`src/rtl/data_concat_pkg.sv`:
```
// rtl/data_concat_pkg.sv - shared constants, types and sizing helper for the sample-to-byte packer
package data_concat_pkg;

    localparam int SAMPLE_W  = 18;
    localparam int N_SAMPLES = 4;
    localparam int BYTE_W    = 8;

    typedef logic [SAMPLE_W-1:0] sample_t;
    typedef logic [BYTE_W-1:0]   byte_t;

    function automatic int calc_n_bytes(input int n_samples, input int sample_w, input int byte_w);
        return (n_samples * sample_w) / byte_w;
    endfunction

endpackage

```
`src/rtl/data_concat_concat_map.sv`:
```
// rtl/data_concat_concat_map.sv - combinational flatten of samples and byte-lane slicing
module concat_map
    import data_concat_pkg::*;
#(
    parameter int N_SAMPLES = data_concat_pkg::N_SAMPLES,
    parameter int SAMPLE_W  = data_concat_pkg::SAMPLE_W,
    parameter int BYTE_W    = data_concat_pkg::BYTE_W,
    parameter bit MSB_FIRST = 1'b0
) (
    input  logic [N_SAMPLES-1:0][SAMPLE_W-1:0]                              x_i,
    output logic [calc_n_bytes(N_SAMPLES, SAMPLE_W, BYTE_W)-1:0][BYTE_W-1:0] y_o
);

    localparam int P_W     = N_SAMPLES * SAMPLE_W;
    localparam int N_BYTES = calc_n_bytes(N_SAMPLES, SAMPLE_W, BYTE_W);

    if ((P_W % BYTE_W) != 0) begin : g_bad_width
        $fatal(1, "data_concat: N_SAMPLES*SAMPLE_W must be a multiple of BYTE_W");
    end

    // Packed 2-D layout already places x[0] in the low bits, giving the packed word directly.
    logic [P_W-1:0] p;
    assign p = x_i;

    for (genvar k = 0; k < N_BYTES; k++) begin : g_lane
        localparam int SRC = MSB_FIRST ? (N_BYTES - 1 - k) : k;
        assign y_o[k] = p[BYTE_W*SRC +: BYTE_W];
    end

endmodule

```
`src/rtl/data_concat.sv`:
```
// rtl/data_concat.sv - registered sample-to-byte packer with one-cycle valid pipeline
module data_concat
    import data_concat_pkg::*;
#(
    parameter int N_SAMPLES = data_concat_pkg::N_SAMPLES,
    parameter int SAMPLE_W  = data_concat_pkg::SAMPLE_W,
    parameter int BYTE_W    = data_concat_pkg::BYTE_W,
    parameter bit MSB_FIRST = 1'b0
) (
    input  logic                                                             clk,
    input  logic                                                             rst,
    input  logic [N_SAMPLES-1:0][SAMPLE_W-1:0]                               x,
    input  logic                                                             in_valid,
    output logic [calc_n_bytes(N_SAMPLES, SAMPLE_W, BYTE_W)-1:0][BYTE_W-1:0] y,
    output logic                                                             out_valid
);

    localparam int N_BYTES = calc_n_bytes(N_SAMPLES, SAMPLE_W, BYTE_W);

    logic [N_BYTES-1:0][BYTE_W-1:0] mapped;
    logic [N_BYTES-1:0][BYTE_W-1:0] y_d, y_q;
    logic                           valid_d, valid_q;

    concat_map #(
        .N_SAMPLES (N_SAMPLES),
        .SAMPLE_W  (SAMPLE_W),
        .BYTE_W    (BYTE_W),
        .MSB_FIRST (MSB_FIRST)
    ) u_map (
        .x_i (x),
        .y_o (mapped)
    );

    // Output word only advances on valid input; otherwise the last packed word is held.
    always_comb begin
        y_d     = y_q;
        valid_d = in_valid;
        if (in_valid) begin
            y_d = mapped;
        end
    end

    always_ff @(posedge clk) begin
        if (!rst) begin
            y_q     <= '0;
            valid_q <= 1'b0;
        end else begin
            y_q     <= y_d;
            valid_q <= valid_d;
        end
    end

    assign y         = y_q;
    assign out_valid = valid_q;

endmodule

```
`config.mk`:
```
export PLATFORM = sky130hd
export DESIGN_NAME = data_concat
export DESIGN_NICKNAME = d
export VERILOG_FILES = /design/src/rtl/data_concat_pkg.sv /design/src/rtl/data_concat_concat_map.sv /design/src/rtl/data_concat.sv
export SDC_FILE = /design/constraint.sdc
export NUM_CORES = 1
export LEC_CHECK = 0
export ABC_AREA = 1
export CORE_MARGIN = 4
export CORE_UTILIZATION = 43
export DETAILED_ROUTE_END_ITERATION = 12
export PLACE_DENSITY = 0.89
export SYNTH_ARGS = -nofsm -noshare
export SYNTH_HDL_FRONTEND = slang
export SYNTH_HIERARCHICAL = 1
export SYNTH_SLANG_ARGS = --single-unit
```
`constraint.sdc`:
```
create_clock -name clk -period 1.32 [get_ports clk]
set_input_delay 0.396 -clock clk [delete_from_list [all_inputs] [get_ports clk]]
set_output_delay 0.396 -clock clk [all_outputs]
set_load 0.05 [all_outputs]
```
# After elaboration in Yosys (flattened, before gate mapping)
# Index checks and enable logic that the tools add are counted.
# W data, S select, Z words.
[totals]
reg_bits = 73
word_cells = 10

# Depth between registers and ports, before layout
[depth]
word_depth = 0
depth_mapped = 5
mapped_depth_nobuf = 4

# By module
# The synthesis kept the hierarchy.
[modules_own_cells]
columns = ["module", "area_each_um2", "instances", "cells_each"]
rows = [
  ["data_concat", 2980.4, 1, 459],
  ["concat_map", 540.5, 1, 72],
]

# Worst setup path after synthesis
# Ideal clock, no wire load.
[synth_timing]
path_type = "input -> register"
start = "in in_valid"
end = "reg y_q, in the netlist y[10]"
cell_stages = 5
setup_slack_ps = 272
arrival_time_ps = 932
setup_ps = 115
n_path_buf = 3
path_cell_list = "buf_4 -> buf_6 -> buf_6 -> nor2_1 -> nor2_1"
[synth_rtl]
columns = ["item", "line", "source"]
rows = [
  ["start, declared", "data_concat.sv:13", "input logic in_valid,"],
  ["end signal, assigned", "data_concat.sv:48", "y_q <= y_d;"],
  ["end, declared", "data_concat.sv:21", "logic [N_BYTES-1:0][BYTE_W-1:0] y_d, y_q;"],
]

# Final worst setup path
[layout_timing]
start = "reg y_q, in the netlist y[67]"
end = "out y[67] (netlist name)"
[layout_rtl]
columns = ["item", "line", "source"]
rows = [
  ["end, declared", "data_concat.sv:14", "output logic [calc_n_bytes(N_SAMPLES, SAMPLE_W, BYTE_W)-1:0][BYTE_W-1:0] y,"],
]
# No word-level cell between the ends.

==> impl_metrics.ini <==
[finish]
final_cell_mix = 145 x nand2_1, 144 x nor2_1, 77 x buf_12
nets = 673
fill_cells = 605
final_common_cell = nand2_1
n_antenna_cell = 0
drive_gt1_share_pct = 16.8
area_delta_synth_final_pct = 54.3

[worst_setup_path]
path_buf_inv = 1
worst_ep_required_time_ps = 920
crit_path_start_kind = flip-flop
crit_fanout = 2
cp_slowest_stage_delay_ps = 400
path_class = reg -> out
r2r-start = y[48]
timing.rr.end = y[48]
reg2regPathDepth = 2
reg2reg_slack_ps = 610
cp_cell_sequence = buf_12
crit_arrival_ps = 880
crit_family = flip-flops
cpMaxStageDelayCell = dfxtp_1
end_kind = output pin

[floorplan]
start_util_pct = 44.9
dieArea_um2 = 9700
io_pins = 148
coreArea_um2 = 7850
die_y_um = 98.5
rows = 32
die_w_um = 98.5

[timing]
worst_slack_ps = 43.8
period_share_pct = 96.7
finalHoldViolations = 0
fmax_mhz = 784
relSlewSlack_pct = 84.1
setup_viol = 0
period_needed_ps = 1280
skew_ps = 0
fin_setup_tns_ps = 0
worstMarginPinSlew_ps = 238
rsz0062_at_grt = no
maxSlewViolCount = 0

[hold_path]
min_path_cells = 3
hold_path.class = in -> reg
whs_endpoint = y[53]
holdCritStartpoint = in_valid

[global_route]
use_met1_pct = 17.6
grtUsageTotal_pct = 16.7
grt_use_met3_pct = 5.38
grt_pass1_wl_mm = 13.3
met2_usage_pct = 30.8
grt-busiest-layer = met2
grt_pass1_vias = 2857
grt-ovfl-total = 0
antenna_found_initial = 0
grt_max_degree = 62

[routing]
drcViolationCount = 0
drt_iter0_drc = 73
vias = 2950
firstDrtPassIters = 4
viasPerCell = 4.19
wire_per_inst_um = 11.5
ant_nets = 0
routed_wl_mm = 8.12

[synthesis]
seq_area_frac_synth_pct = 41.5
ys_warn_count = 6
synth_area_leaders = dfxtp_1 42%, buf_4 16%, nand2_1 15%
netlist_area_um2 = 3520
netlist_instances = 531
syn_area_per_cell_um2 = 6.63
synth_area_leader_cell = dfxtp_1
ys_ff_latch = 73
syn_nets = 606
synth_top_area_share_pct = 41.5
synthDistinctLibCells = 7

[clocking]
cts_buffer_depth = 2
clkSinkCount = 73
clockRootBuffer = clkbuf_8
ctsResizeCount = 0
clock_latency_ps = 320
cts_setup_buffers = 0
cts_buffers = 9
clk_pin_slew_ps = 70
cts_hold_buf = 0
htreeDepth = 3
cts_tree = built

[power]
power_density_nw_per_um2 = 1110
power.leakage_nw = 2.74
totalPowerFinal_w = 0.00602
ir_worst_vdd_uv = 714

[run]
drv_cap = 0

[status]
status = completed

[placement]
place_ws_ps = 108
io_buffer_count = 147
gp_congestion = 0.766
dp_hpwl_mm = 6.55
## state kept, by name, indices dropped and copies added, names as in the netlist
| signal | cells |
|---|---|
| out_valid | 1 |
| y | 72 |
## how the worst max path moves through the flow
stage / startpoint / cells after the start / to
6_report: y[67] / 1 / y[67]
4_1_cts: y[53] / 1 / y[53]
3_3_place_gp: in_valid / 5 / y[21]
3_5_place_dp: in_valid / 5 / y[10]
2_1_floorplan: in_valid / 5 / y[10]
5_1_grt: y[47] / 1 / y[47]
## logic make-up after synthesis
family	Yosys count	synth area share [%]
buffers and inverters	169	27.7
flip-flops	73	41.5
AND/OR/NAND/NOR	289	30.8
## synthesized netlist by cell type
cell and count:
buf_2 17, buf_4 73, buf_6 6, dfxtp_1 73, inv_1 73, nand2_1 145
nor2_1 144
## per-layer routing
metal / vias up / wire length, um
met3: 12 / 592
met5: - / 0
met1: 1282 / 3120
met4: 0 / 115
met2: 94 / 4300
li1: 1562 / -
## final cells by class
| cell class | count | area (um^2) | area share [%] |
|---|---|---|---|
| repair buffers | 152 | 2280 | 42.0 |
| flip-flops and latches | 73 | 1470 | 27.1 |
| multi-input cells | 289 | 1080 | 20.0 |
| inverters | 73 | 274 | 5.04 |
| clock buffers | 12 | 155 | 2.86 |
| well taps | 102 | 128 | 2.35 |
| clock inverters | 3 | 40.0 | 0.737 |
## per-stage QoR
stage	util (%)	cells	hold slack, ps	cell area [um^2]
3_5_place_dp	66.6	689	499	5230
6_report	69.2	704	446	5430
5_1_grt	69.2	704	458	5430
4_1_cts	69.1	704	429	5430
3_3_place_gp	66.6	689	494	5230
2_1_floorplan	-	531	672	3520
## report_power, final
part / total (W) / internal (W) / switching, W
Clock: 0.00170 / 0.000961 / 0.000735
Sequential: 0.00253 / 0.00236 / 0.000164
Combinational: 0.00179 / 0.000896 / 0.000898
Power figures use the tool's default switching activity.
